===== config.mk =====
export PLATFORM = sky130hd
export DESIGN_NAME = alu_flat
export DESIGN_NICKNAME = d
export VERILOG_FILES = /design/src/rtl/alu_if.sv /design/src/rtl/alu.sv /design/src/flat_wrapper.sv
export SDC_FILE = /design/constraint.sdc
export NUM_CORES = 1
export LEC_CHECK = 0
export BUFFER_PORTS_ARGS = -buffer_cell sky130_fd_sc_hd__clkbuf_2
export CAP_MARGIN = 20
export CORE_MARGIN = 4
export CORE_UTILIZATION = 40
export CTS_BUF_LIST = sky130_fd_sc_hd__clkbuf_2
export CTS_CLUSTER_DIAMETER = 40
export DETAILED_ROUTE_END_ITERATION = 7
export GPL_TIMING_DRIVEN = 0
export SLEW_MARGIN = 20
export SYNTH_ARGS = -nofsm -noshare
export SYNTH_HDL_FRONTEND = slang
export SYNTH_SLANG_ARGS = --single-unit

===== constraint.sdc =====
create_clock -name clk -period 7.2 [get_ports clk]
set_clock_uncertainty 0.2 [all_clocks]
set_input_delay 1.44 -clock clk [delete_from_list [all_inputs] [get_ports clk]]
set_output_delay 1.44 -clock clk [all_outputs]
set_load 0.005 [all_outputs]

===== src/rtl/alu_if.sv =====
// Operand/result bundle between the datapath and the registered ALU.
// clk and rst stay outside the interface as plain ports.
interface alu_if;
    logic [31:0] a;
    logic [31:0] b;
    logic [3:0]  aluc;
    logic [31:0] r;
    logic        zero;
    logic        negative;
    logic        carry;
    logic        overflow;

    modport master (
        output a, b, aluc,
        input  r, zero, negative, carry, overflow
    );

    modport slave (
        input  a, b, aluc,
        output r, zero, negative, carry, overflow
    );
endinterface


===== src/rtl/alu.sv =====
// 32-bit MIPS-style ALU: 16 ops selected by aluc; result and flags registered,
// one new operation accepted every cycle with a latency of one clock.
module alu (
    input  logic  clk,
    input  logic  rst,
    alu_if.slave  bus
);
    typedef enum logic [3:0] {
        OP_ADDU = 4'b0000,
        OP_SUBU = 4'b0001,
        OP_ADD  = 4'b0010,
        OP_SUB  = 4'b0011,
        OP_AND  = 4'b0100,
        OP_OR   = 4'b0101,
        OP_XOR  = 4'b0110,
        OP_NOR  = 4'b0111,
        OP_LUI0 = 4'b1000,
        OP_LUI1 = 4'b1001,
        OP_SLTU = 4'b1010,
        OP_SLT  = 4'b1011,
        OP_SRA  = 4'b1100,
        OP_SRL  = 4'b1101,
        OP_SLL0 = 4'b1110,
        OP_SLL1 = 4'b1111
    } op_e;

    op_e                op;
    logic [4:0]         sh;
    logic [32:0]        sum_w;
    logic [32:0]        diff_w;
    logic [32:0]        sll_w;
    logic [32:0]        srl_w;
    logic signed [32:0] sra_w;
    logic               slt;

    logic [31:0]        res;
    logic               c_n;
    logic               v_n;

    assign op     = op_e'(bus.aluc);
    assign sh     = bus.a[4:0];
    assign sum_w  = {1'b0, bus.a} + {1'b0, bus.b};
    assign diff_w = {1'b0, bus.a} - {1'b0, bus.b};
    assign slt    = $signed(bus.a) < $signed(bus.b);

    // A guard bit on the far side of the shift catches the last bit shifted
    // out; with a zero shift amount it stays 0, so carry needs no special case.
    assign sll_w  = {1'b0, bus.b} << sh;
    assign srl_w  = {bus.b, 1'b0} >> sh;
    assign sra_w  = $signed({bus.b, 1'b0}) >>> sh;

    always_comb begin
        res = '0;
        c_n = 1'b0;
        v_n = 1'b0;
        case (op)
            OP_ADDU: begin
                res = sum_w[31:0];
                c_n = sum_w[32];
            end
            OP_ADD: begin
                res = sum_w[31:0];
                c_n = sum_w[32];
                v_n = (bus.a[31] == bus.b[31]) && (sum_w[31] != bus.a[31]);
            end
            OP_SUBU: begin
                res = diff_w[31:0];
                c_n = diff_w[32];
            end
            OP_SUB: begin
                res = diff_w[31:0];
                c_n = diff_w[32];
                v_n = (bus.a[31] != bus.b[31]) && (diff_w[31] != bus.a[31]);
            end
            OP_AND:           res = bus.a & bus.b;
            OP_OR:            res = bus.a | bus.b;
            OP_XOR:           res = bus.a ^ bus.b;
            OP_NOR:           res = ~(bus.a | bus.b);
            OP_LUI0, OP_LUI1: res = {bus.b[15:0], 16'h0000};
            OP_SLT:           res = {31'd0, slt};
            OP_SLTU:          res = {31'd0, diff_w[32]};
            OP_SRA: begin
                res = sra_w[32:1];
                c_n = sra_w[0];
            end
            OP_SRL: begin
                res = srl_w[32:1];
                c_n = srl_w[0];
            end
            OP_SLL0, OP_SLL1: begin
                res = sll_w[31:0];
                c_n = sll_w[32];
            end
            default: res = '0;
        endcase
    end

    always_ff @(posedge clk) begin
        if (rst) begin
            bus.r        <= '0;
            bus.zero     <= 1'b0;
            bus.negative <= 1'b0;
            bus.carry    <= 1'b0;
            bus.overflow <= 1'b0;
        end else begin
            bus.r        <= res;
            bus.zero     <= (res == '0);
            bus.negative <= res[31];
            bus.carry    <= c_n;
            bus.overflow <= v_n;
        end
    end
endmodule


===== src/flat_wrapper.sv =====
// flat-port wrapper written by rule: the top's interface ports become plain ports
module alu_flat 
  (clk, rst, bus_a, bus_b, bus_aluc, bus_r, bus_zero, bus_negative, bus_carry, bus_overflow);
  alu_if bus_i ();
  input  logic clk;
  input  logic rst;
  input wire logic [$bits(bus_i.a)-1:0] bus_a;
  input wire logic [$bits(bus_i.b)-1:0] bus_b;
  input wire logic [$bits(bus_i.aluc)-1:0] bus_aluc;
  output wire logic [$bits(bus_i.r)-1:0] bus_r;
  output wire logic [$bits(bus_i.zero)-1:0] bus_zero;
  output wire logic [$bits(bus_i.negative)-1:0] bus_negative;
  output wire logic [$bits(bus_i.carry)-1:0] bus_carry;
  output wire logic [$bits(bus_i.overflow)-1:0] bus_overflow;
  assign bus_i.a = bus_a;
  assign bus_i.b = bus_b;
  assign bus_i.aluc = bus_aluc;
  assign bus_r = bus_i.r;
  assign bus_zero = bus_i.zero;
  assign bus_negative = bus_i.negative;
  assign bus_carry = bus_i.carry;
  assign bus_overflow = bus_i.overflow;
  alu u_core (.clk(clk), .rst(rst), .bus(bus_i));
endmodule

==> impl.org, run 1 <==
** Floorplan
- Core area :: 0.0261 mm²
- Pin placement for this block handled 106 I/O pins.
- The floorplan step set the die height to 171 µm.
- The floorplan step defined a die boundary enclosing 0.0293 mm².
- For this configuration, the core starts out at a cell density of 40.7%.
- Row generation in the floorplan step produced 59 rows.
- Die width :: 171 µm

** Yosys
- The biggest area contributor in the post-synthesis netlist is sky130_fd_sc_hd__ha_1.
- Post-Synthesis Cells :: 1491
- Combinational family with the most area after synthesis :: compound AO/OA/AOI/OAI gates
- Area fraction in compound gates after synthesis :: 33.3%
- Yosys instantiated no cell more often than sky130_fd_sc_hd__nor2_1.
- Ranked by total cell area, the synthesized netlist is headed by sky130_fd_sc_hd__ha_1, sky130_fd_sc_hd__dfxtp_1, sky130_fd_sc_hd__mux4_2, sky130_fd_sc_hd__nor2_1, sky130_fd_sc_hd__mux2i_1.
- Post-synth cell types :: 96
- After synthesis, the share of cell area in mux cells is 15.9%.
- Post-synthesis share of cell area spent on full adders, half adders and majority gates :: 11.7%
- Share of the synthesized area in the top cell type :: 11.3%
- Of the total synthesized cell area, the portion taken by AND, OR, NAND and NOR gates is 20.7%.
- Yosys printed 0 warnings.
- The commonest cells after synthesis are sky130_fd_sc_hd__nor2_1, sky130_fd_sc_hd__nand2_1, sky130_fd_sc_hd__inv_1.
- Mean Syn Cell Area :: 7.14 µm²
- Xor/xnor share of the synthesized area :: 2.22%
- In this run, synthesis inferred 0 flip-flops with an integrated enable.
- Syn Std Cell Area :: 0.0106 mm²
- Net count of the mapped netlist :: 1659
- Sequential cells were found to cover 6.58% of the synthesized design area.
- Flip-flop and latch count after synthesis :: 35
- After synthesis, the share of flip-flops with an asynchronous set or reset is 0%.
- Top_reg_cell synth :: sky130_fd_sc_hd__dfxtp_1

** Route
- In this run the top signal layer used is met5.
- Using the TritonRoute via totals, the vias-per-cell ratio works out to 7.00.
- After detailed routing, the average wire length per cell comes to 31.6 µm.
- Met1 wire length :: 24600 µm
- The pre-antenna-repair detailed-routing pass consisted of 6 iterations.
- Routed Wire Length :: 61100 µm
- After detailed routing, the number of remaining DRC violations is 0.
- Once detail routing completed, the nets flagged for antenna violations numbered 0.
- Count of vias placed by the detailed router :: 13600
- The first routing iteration left 2120 violations.
- After detailed routing, the met3 layer carries 8880 µm of wire.
- The routed design uses 24500 µm of met2 wire.

** STA
- Upper clock frequency limit :: 138 MHz
- Worst Tran Pin Value :: 1100 ps
- The count of final hold-check violations is 0.
- Minimum setup slack in the final design :: -27.2 ps
- Summed over all failing endpoints, the final setup total negative slack is -27.2 ps.
- Of the available clock period, the critical path in the final layout requires 100%.
- RSZ-0062 raised after global routing :: false
- Subtracting the final worst setup slack from the clock period gives 7230 ps.
- In this run the tightest slew margin relative to its limit is 26.7%.
- Number of setup violations in the final report :: 1
- Max-slew violations :: 0

** Final layout
- Nets@finish :: 1768
- The count of cells in the finished layout, fillers not included, comes to 1937.
- Compared with the post-synthesis result, the final layout area differs by 9.54%.
- The post-route netlist has 16.1% of its cells at a drive strength greater than 1.
- Post-Route Utilization :: 44.6%

** Clocking
- The clock passes through at most 2 buffers.
- Num Clock Sinks :: 35
- The clock tree synthesis step divided the H-tree into 2 levels.
- Clock tree root driver cell :: sky130_fd_sc_hd__clkbuf_2
- Clock buffer count from CTS :: 5
- TritonCTS built the clock tree.
- Clock-pin slew was measured on the worst setup and hold paths at 190 ps.
- Hold repair after CTS inserted 0 buffers.

** Global routing
- The first global-routing pass estimated 87000 µm of wire.
- Aggregate global-route resource usage :: 40.3%
- Entering global routing, the biggest net connects 13 pins.
- The via count of the first global-routing pass came to 12200.
- The initial antenna violation count came to 4.
- The total overflow left after global routing is 0.

** Critical path
- Endpoint of the worst setup timing path :: u_core.bus.zero
- The slowest stage of the critical path belongs to the cell sky130_fd_sc_hd__a211oi_1.
- Grouping stages by cell kind, the critical path spends the most delay in compound AO/OA/AOI/OAI gates.
- Kind of critical path :: input port to flop
- Launch point of the critical path :: bus_a[3]
- CP endpoint kind :: flop
- Of all nets on the critical path, the largest fanout is 10.
- STA puts the critical path data required time at 7340 ps.
- Walking the worst path, the cells encountered are clkbuf_2 > clkbuf_1 > inv_1 > clkbuf_1 > buf_1 > ha_1 > buf_2 > a2111o_1 > a31oi_1 > nand2b_1 > a221oi_2 > o41ai_1 > a21oi_1 > xnor2_1 > a211oi_1 > and4b_1 > and4b_1 > and3_1.
- Crit path arrival time :: 7360 ps
- Counting buffers and inverters, the worst setup path is 18 cells deep.
- The critical path contains buffers and inverters numbering 6 combined.
- Peak per-stage delay on the critical path :: 730 ps
- Type of element launching the critical path :: input port

** Outcome
- The flow ran to the end, but the final reports show violations.
- The final reports fail on negative setup slack.

** Placed design
- The number of placed instances, taps included, is 1929.
- Detailed placement ended at an HPWL of 49600 µm.
- Routability-driven placement finished with a final weighted congestion of 1.11.
- Port buffering added 103 buffers.

** Power and ir drop
- In this run the static leakage power is 4.93 nW.
- VDD sags by at most 0.0643 mV.
- In this run the power density over the cells is 115 mW/mm².

** Run
- Across the run, the number of max-cap violations was 0.

** Hold path
- The min-delay analysis places its worst path in the category input port to flop.
- Number of cells traversed by the worst hold path :: 2
==> flip-flops by register name, summed over array words and instances (netlist names) <==
name and flops:
u_core.bus.carry 1, u_core.bus.negative 1, u_core.bus.overflow 1, u_core.bus.r 31, u_core.bus.zero 1
==> metal layers <==
layer,GRT usage (%),vias to the layer above
met1,56.3,6463
li1,-,5812
met4,13.8,6
met2,58.4,1086
met3,12.9,189
met5,0,-
==> metrics by stage <==
step | power, mW | setup WS, ps | hold WS [ps] | instance area [µm²]
after global placement | 1.16 | -318 | 1530 | 11600
after floorplan | 0.800 | 1720 | 1330 | 10600
final | 1.34 | -27.2 | 1080 | 11700
after global routing | 1.39 | 27.1 | 1070 | 11700
after detailed placement | 1.16 | -316 | 1510 | 11600
after CTS | 1.28 | 73.5 | 1080 | 11700
==> area by class of cell <==
cell class | count | area [µm²]
inverters | 107 | 402
flip-flops and latches | 35 | 701
plain buffers | 119 | 632
repair buffers | 103 | 515
clock inverters | 3 | 43.8
diodes | 1 | 2.50
clock buffers | 5 | 25.0
well taps | 335 | 419
multi-input cells | 1229 | 8920
fillers | 2798 | 14500
==> placed cells by master, fill, tap and decap left out, types with 7 or more instances in the layout <==
cell                       instances
sky130_fd_sc_hd__buf_6            16
sky130_fd_sc_hd__a22oi_1          12
sky130_fd_sc_hd__dfxtp_1          35
sky130_fd_sc_hd__a211o_1          13
sky130_fd_sc_hd__o211ai_1         31
sky130_fd_sc_hd__o31ai_1          16
sky130_fd_sc_hd__o21a_1           12
sky130_fd_sc_hd__nor2_1          156
sky130_fd_sc_hd__mux4_2           28
sky130_fd_sc_hd__buf_4             8
sky130_fd_sc_hd__clkbuf_2        108
sky130_fd_sc_hd__a211oi_1         46
sky130_fd_sc_hd__o311ai_0         10
sky130_fd_sc_hd__clkbuf_1         59
sky130_fd_sc_hd__inv_1           106
sky130_fd_sc_hd__a221o_1           7
sky130_fd_sc_hd__buf_2            22
sky130_fd_sc_hd__nor3_1           39
sky130_fd_sc_hd__o221ai_1         11
sky130_fd_sc_hd__a221oi_1         11
sky130_fd_sc_hd__nor2b_1          22
sky130_fd_sc_hd__a21oi_1         101
sky130_fd_sc_hd__o22ai_1          31
sky130_fd_sc_hd__ha_1             96
sky130_fd_sc_hd__nand4_1          13
sky130_fd_sc_hd__nand3_1          27
sky130_fd_sc_hd__a21o_1           14
sky130_fd_sc_hd__mux2i_1          52
sky130_fd_sc_hd__nor4_1           10
sky130_fd_sc_hd__buf_1            13
sky130_fd_sc_hd__a31oi_1          24
sky130_fd_sc_hd__nand2_1         110
sky130_fd_sc_hd__xnor2_1          21
sky130_fd_sc_hd__and2_1            7
sky130_fd_sc_hd__and3_1           13
sky130_fd_sc_hd__nand2b_1         22
sky130_fd_sc_hd__mux2_2           42
sky130_fd_sc_hd__o21ai_0         101
==> repair_timing <==
action                                  4_1_cts  5_1_grt
endpoints found under the setup margin        0        1
endpoints found under the hold margin         0        0
gates resized for setup                       0        1
buffers inserted                              0        0
==> worst min-delay path by stage <==
stage,startpoint,end,slack (ps)
5_1_grt,bus_a[31],u_core.bus.overflow,1070
4_1_cts,bus_a[31],u_core.bus.overflow,1080
6_report,bus_a[31],u_core.bus.overflow,1080
3_3_place_gp,bus_a[31],u_core.bus.overflow,1530
2_1_floorplan,bus_a[31],u_core.bus.overflow,1330
3_5_place_dp,bus_a[31],u_core.bus.overflow,1510
==> power by group <==
part / internal, mW / switching, mW
Sequential: 0.212 / 0.00430
Combinational: 0.326 / 0.667
Clock: 0.0588 / 0.0687
==> cell families (layout without fill, tap and decap cells) <==
kind of cell / after synthesis / in the layout
multiplexers: 126 / 126
XOR/XNOR: 27 / 27
AO/OA/AOI/OAI: 519 / 519
adder cells (fa/ha/maj): 98 / 98
AND/OR/NAND/NOR: 459 / 459
other: 0 / 1
buffers and inverters: 227 / 337
flip-flops: 35 / 35
Power figures use the tool's default switching activity.
==> run 2: changes to the inputs <==
--- a/config.mk
+++ b/config.mk
@@ -12,7 +12,6 @@
 export CTS_BUF_LIST = sky130_fd_sc_hd__clkbuf_2
 export CTS_CLUSTER_DIAMETER = 40
 export DETAILED_ROUTE_END_ITERATION = 7
-export GPL_TIMING_DRIVEN = 0
 export SLEW_MARGIN = 20
 export SYNTH_ARGS = -nofsm -noshare
 export SYNTH_HDL_FRONTEND = slang
==> impl.org, run 2 (same netlist as run 1, synthesis figures left out) <==
** Outcome
- The run finished with clean final reports.

** STA
- The worst slew margin relative to its limit came to 22.2% (-4.5 points).
- Final period utilization :: 88.2% (-12 points)
- Worst Tran Pin Value :: 1160 ps (+66.7 ps)
- Number of setup violations in the final report :: 0 (-1)
- Setup repair after global routing left no endpoint under its margin.
- The time the final worst path needs with I/O delays and setup is 6350 ps (-876 ps).
- The final-layout setup total negative slack was 0 ps (+27.2 ps).
- Max-slew violations :: 0 (unchanged)
- Upper clock frequency limit :: 157 MHz (+14%)
- The count of final hold-check violations was 0 (unchanged).

** Route
- Number of DRC violations after detailed-routing iteration 0 :: 2058 (-2.9%)
- Routed length per placed instance :: 28.5 µm (-9.6%)
- The via count is 12700 (-6.1%).
- Routed Wire Length :: 52800 µm (-14%)
- Pre-Repair DR Iteration Count :: 6 (unchanged)
- The average vias per placed instance was 6.87 (-1.8%).
- The number of antenna-violating nets in the routed design was 0 (unchanged).
- # DRC :: 0 (unchanged)

** Power and ir drop
- Switching Power :: 669 µW (-9.6%)
- The combinational group share of total power was 75.4% (+1.1 points).
- Static Leak :: 4.77 nW (-3.3%)
- Power density over the cells :: 109 mW/mm² (-5.2%)
- The sequential share of power was 17.8% (+1.6 points).
- Cell-internal power :: 553 µW (-7.5%)
- Total design power :: 1.22 mW (-8.6%)
- Clock group share of total power :: 6.9% (-2.6 points)
- VDD IR max :: 0.0494 mV (-23%)
- The switching share of power is 54.7% (-0.57 points).

** Clocking
- The maximum count of clock buffers along a single path is 2 (unchanged).
- Setup Fix Bufs, Post-CTS :: 0 (unchanged)
- The CTS clock-pin slew for the worst setup and hold paths was 160 ps (-30 ps).
- Clock buffer count from CTS :: 5 (unchanged)
- TritonCTS clock tree :: built
- The clock sink count is 35 (unchanged).
- Clock tree root driver cell :: sky130_fd_sc_hd__clkbuf_2
- The number of cells upsized or downsized after cts was 0 (unchanged).
- Post-CTS Hold Fix Bufs :: 0 (unchanged)
- The H-tree depth reported by CTS was 2 (unchanged).

** Final layout
- The number of standard cells in the layout, taps in and fillers out came to 1852 (-4.4%).
- Leaving out fill and tap cells, the most frequent cell in the layout is sky130_fd_sc_hd__nor2_1.
- Nets@finish :: 1683 (-4.8%)
- Fraction of layout cells with a size suffix above 1 :: 16.0% (-0.086 points)
- The number of flip-flops in the largest register was 31 (unchanged).
- The library cells used most frequently in the layout, excluding fill and tap cells, are sky130_fd_sc_hd__nor2_1, sky130_fd_sc_hd__nand2_1, sky130_fd_sc_hd__clkbuf_2.
- Non-Filler Cell Area, Final :: 0.0112 mm² (-3.6%)
- Compared with the post-synthesis result, the final layout area differs by 5.60%.
- Register name with the most flops :: u_core.bus.r

** Hold path
- The instance count along the most critical hold path is 2 (unchanged).
- Type of the worst min-delay path :: input port to flop

** Global routing
- The layer flagged by global routing as most heavily used is met2.
- The overall global routing resource usage came to 34.8% (-5.5 points).
- The via count of the first global-routing pass is 11600 (-5.6%).
- GR Util met2 :: 51.1% (-7.3 points)
- Grt met3 use :: 7.76% (-5.2 points)
- Maximum number of pins on one net before global-route repair :: 68 (+55)
- The global-route wire length before repair came to 77400 µm (-11%).
- The met1 usage came to 49.2% (-7.1 points).
- Initial antenna violation count :: 1 (-3)
- Overall overflow remaining after global route :: 0 (unchanged)

** Floorplan
- Starting utilization of the core area :: 40.7% (unchanged)
- Top Ports :: 106 (unchanged)
- Die area :: 0.0293 mm² (unchanged)
- Die width :: 171 µm (unchanged)
- Core area :: 0.0261 mm² (unchanged)
- The floorplan row count was 59 (unchanged).
- The die height was 171 µm (unchanged).

** Placed design
- Count of port buffers added during placement :: 105 (+1.9%)
- The total placed instance area was 0.0112 mm² (-3.3%).
- The global placer's final weighted congestion was 1.08 (-2.6%).
- The HPWL reported at the end of detailed placement was 42100 µm (-15%).
- The number of placed instances with taps included came to 1843 (-4.5%).

** Critical path
- Type of element launching the critical path :: input port
- STA classifies the critical path endpoint as a flop.
- The critical-path maximum fanout came to 45 (+35).
- Crit path arrival time :: 6460 ps (-900 ps)
- The data required time at the worst endpoint is 7310 ps (-30 ps).
- The worst setup path is of the input port to flop kind.

** Run
- Max cap viols :: 0 (unchanged)
[run 2: final cells by class]
| class | count | area, µm² |
|---|---|---|
| clock buffers | 7 | 35.0 |
| well taps | 335 | 419 |
| diodes | 1 | 2.50 |
| inverters | 107 | 402 |
| flip-flops and latches | 35 | 701 |
| repair buffers | 137 | 771 |
| fillers | 2794 | 14900 |
| multi-input cells | 1229 | 8910 |
| clock inverters | 1 | 5.00 |
[run 2: through the flow]
step | hold WS [ps] | setup slack (ps) | util [%]
after floorplan | 1330 | 1720 | -
after global placement | 1530 | 712 | 42.9
after detailed placement | 1540 | 758 | 42.9
after CTS | 1140 | 1130 | 43.0
after global routing | 1160 | 762 | 43.0
final | 1170 | 849 | 43.0
[run 2: routing by layer]
metal | wire length (µm) | vias up
met5 | 18 | -
met4 | 2790 | 2
met3 | 6620 | 162
met2 | 22000 | 931
met1 | 21400 | 6016
li1 | - | 5619
[run 2: worst paths after layout]
check / startpoint / endpoint / slack, ps
setup / recovery: bus_a[1] / u_core.bus.zero / 850
hold / removal: bus_a[31] / u_core.bus.overflow / 1170
[run 2: worst max-delay path, stage by stage]
cell and delay (ps):
sky130_fd_sc_hd__buf_4 510, sky130_fd_sc_hd__inv_1 350, sky130_fd_sc_hd__ha_1 410, sky130_fd_sc_hd__or2_1 240, sky130_fd_sc_hd__a2111o_1 430, sky130_fd_sc_hd__a31oi_1 490, sky130_fd_sc_hd__nand2b_1 300, sky130_fd_sc_hd__a221oi_2 140
sky130_fd_sc_hd__o41ai_1 690, sky130_fd_sc_hd__a211o_1 300, sky130_fd_sc_hd__o21ai_1 90, sky130_fd_sc_hd__xnor2_1 140, sky130_fd_sc_hd__a211oi_1 520, sky130_fd_sc_hd__and3_1 240, sky130_fd_sc_hd__and3_1 150
[run 2: power by group through the flow]
stage	Clock (mW)	Sequential [mW]	Combinational [mW]
after global routing	0.0924	0.219	0.974
after global placement	0	0.221	0.888
final	0.0838	0.217	0.921
after CTS	0.0868	0.218	0.885
after detailed placement	0	0.222	0.881
after floorplan	0	0.224	0.576
==> run 3: changes to the inputs <==
--- a/config.mk
+++ b/config.mk
@@ -12,6 +12,7 @@
 export CTS_BUF_LIST = sky130_fd_sc_hd__clkbuf_2
 export CTS_CLUSTER_DIAMETER = 40
 export DETAILED_ROUTE_END_ITERATION = 7
+export REMOVE_ABC_BUFFERS = 1
 export SLEW_MARGIN = 20
 export SYNTH_ARGS = -nofsm -noshare
 export SYNTH_HDL_FRONTEND = slang
==> impl.org, run 3 (same netlist as run 1, synthesis figures left out) <==
** Final layout
- Post-Route Utilization :: 43.3% (+0.29 points)
- The number of filler instances in the final layout is 2792 (-0.072%).
- Relative to the synthesized area, the layout overhead comes to 6.32%.
- Commonest non-fill, non-tap cell in the layout :: sky130_fd_sc_hd__nor2_1
- The final net count came to 1686 (+0.18%).
- In the layout the commonest cells are sky130_fd_sc_hd__nor2_1, sky130_fd_sc_hd__nand2_1, sky130_fd_sc_hd__clkbuf_2.
- The final standard cell area without fillers was 0.0113 mm² (+0.68%).
- Fraction of layout cells with a size suffix above 1 :: 16.3% (+0.30 points)
- The number of flip-flops in the largest register came to 31 (unchanged).
- The register with the most flip-flops in the final layout is u_core.bus.r.

** Critical path
- The critical path goes through buf_4 > inv_1 > ha_1 > a211oi_1 > nor3b_1 > o2111ai_1 > a31oi_1 > a211oi_1 > o221ai_1 > a31oi_1 > and2_1 > a31oi_1 > xor2_1 > a21oi_1 > and3_1.
- The critical-path maximum fanout is 35 (-22%).
- The worst path arrival time came to 6370 ps (-90 ps).
- Required @ worst endpoint :: 7470 ps (+160 ps)
- CP endpoint kind :: flop
- The buffers plus inverters on the worst setup path was 2 (unchanged).
- Kind of critical path :: input port to flop
- Peak per-stage delay on the critical path :: 750 ps (+60 ps)
- Among the stages of the critical path, the cell type that occurs most often is sky130_fd_sc_hd__a31oi_1.
- Family with the most delay on the worst path :: compound AO/OA/AOI/OAI gates
- Worst path slowest cell :: sky130_fd_sc_hd__nor3b_1
- STA classifies the critical path startpoint as an input port.

** Route
- The via count is 12700 (-0.58%).
- The number of iterations in the first detailed-routing pass was 7 (+1).
- The starting DRC count in detailed routing is 1663 (-19%).
- Routed Wire Length :: 54300 µm (+2.7%)
- Routed length per placed instance :: 29.2 µm (+2.5%)
- Antenna Violating Nets Remaining :: 0 (unchanged)
- The average vias per placed instance came to 6.82 (-0.80%).
- The number of DRC violations after detailed routing was 0 (unchanged).

** Clocking
- Clock buffer count from CTS :: 5 (unchanged)
- The clock sink count came to 35 (unchanged).
- Clock tree root driver cell :: sky130_fd_sc_hd__clkbuf_2
- Post-CTS Hold Fix Bufs :: 0 (unchanged)
- Setup Fix Bufs, Post-CTS :: 0 (unchanged)
- The number of cells upsized or downsized after cts was 0 (unchanged).
- The H-tree depth reported by CTS is 2 (unchanged).
- The maximum count of clock buffers along a single path came to 2 (unchanged).
- TritonCTS built the clock tree.
- The CTS clock-pin slew for the worst setup and hold paths was 260 ps (+100 ps).

** Global routing
- The global-route wire length before repair was 79500 µm (+2.8%).
- Via count of the first global-routing pass :: 11900 (+2.7%)
- Maximum number of pins on one net before global-route repair :: 65 (-4.4%)
- Aggregate global-route resource usage :: 36.1% (+1.2 points)
- The residual overflow from global routing came to 0 (unchanged).
- The initial antenna violation count is 6 (+5).

** Floorplan
- Standard-cell rows :: 59 (unchanged)
- The x dimension of the die came to 171 µm (unchanged).
- The initial core utilization came to 40.7% (unchanged).
- The number of I/O pins came to 106 (unchanged).
- Die area :: 0.0293 mm² (unchanged)
- The die height was 171 µm (unchanged).
- Core area :: 0.0261 mm² (unchanged)

** STA
- Tightest hold margin :: 938 ps (-231 ps)
- Final period utilization :: 84.7% (-3.5 points)
- Max-slew violations :: 0 (unchanged)
- The number of failing setup endpoints in the final timing report was 0 (unchanged).
- The count of final hold-check violations is 0 (unchanged).
- Worst Tran Pin Value :: 1080 ps (-83.4 ps)
- Normalized max-slew margin :: 27.4% (+5.2 points)
- The maximum operating frequency came to 164 MHz (+4.2%).
- Final TNS setup :: 0 ps (unchanged)
- RSZ-0062 raised after global routing :: false
- Clock period minus worst slack :: 6100 ps (-254 ps)

** Placed design
- Count of port buffers added during placement :: 105 (unchanged)
- Last weighted congestion value of the routability-driven placer :: 1.07 (-0.72%)
- Post-detail-place hpwl :: 42200 µm (+0.25%)
- Cell area reported after detailed placement :: 0.0112 mm² (+0.40%)

** Hold path
- Sink of the worst hold path :: u_core.bus.overflow
- The path class of the tightest hold or removal check is input port to flop.
- Number of cells traversed by the worst hold path :: 2 (unchanged)
- The startpoint identified for the worst hold timing path is bus_a[31].

** Power and ir drop
- The static leakage was 4.80 nW (+0.67%).
- Power density over the cells :: 114 mW/mm² (+4.9%)
- Total design power :: 1.29 mW (+5.6%)
- VDD IR max :: 0.0663 mV (+34%)

** Outcome
- Status :: completed

** Run
- Max cap viols :: 0 (unchanged)
## run 3: changes by cell type in the layout (fill, tap and decap cells not counted), sizes merged
cell | previous run | this run
clkbuf | 109 | 107
bufinv | 0 | 1
diode | 1 | 2
clkinv | 2 | 3
buf | 35 | 38
## run 3: worst max path at each step
| stage | start | to | slack, ps | cells after the start |
|---|---|---|---|---|
| after floorplan | bus_a[2] | u_core.bus.zero | 1790 | 14 |
| final | bus_a[1] | u_core.bus.zero | 1100 | 15 |
| after global routing | bus_a[1] | u_core.bus.zero | 1060 | 15 |
| after CTS | bus_a[1] | u_core.bus.zero | 1380 | 15 |
| after global placement | bus_a[1] | u_core.bus.zero | 890 | 15 |
| after detailed placement | bus_a[1] | u_core.bus.zero | 860 | 15 |
## run 3: metrics by stage
step / setup WS, ps / instances
2_1_floorplan: 1790 / 1371
3_3_place_gp: 885 / 1846
3_5_place_dp: 856 / 1846
4_1_cts: 1380 / 1854
5_1_grt: 1060 / 1855
6_report: 1100 / 1856
## run 3: routing by layer
layer / up-vias / global-route usage (%) / routed length [µm]
met2: 824 / 53.2 / 22900
met3: 135 / 10.6 / 6390
met5: - / 0 / 30
li1: 5636 / - / -
met1: 6055 / 50.2 / 22900
met4: 6 / 12.5 / 2060
## run 3: power by group
part           internal (mW)  switching, mW
Combinational          0.316          0.597
Clock                 0.0586          0.101
Sequential             0.213        0.00560
Total                  0.587          0.704
## run 3: area by class of cell
class	instances	area (µm²)	area share, %
multi-input cells	1229	8920	78.8
repair buffers	140	806	7.12
flip-flops and latches	35	701	6.19
well taps	335	419	3.70
inverters	107	402	3.55
clock inverters	3	43.8	0.387
clock buffers	5	25.0	0.221
diodes	2	5.00	0.0442
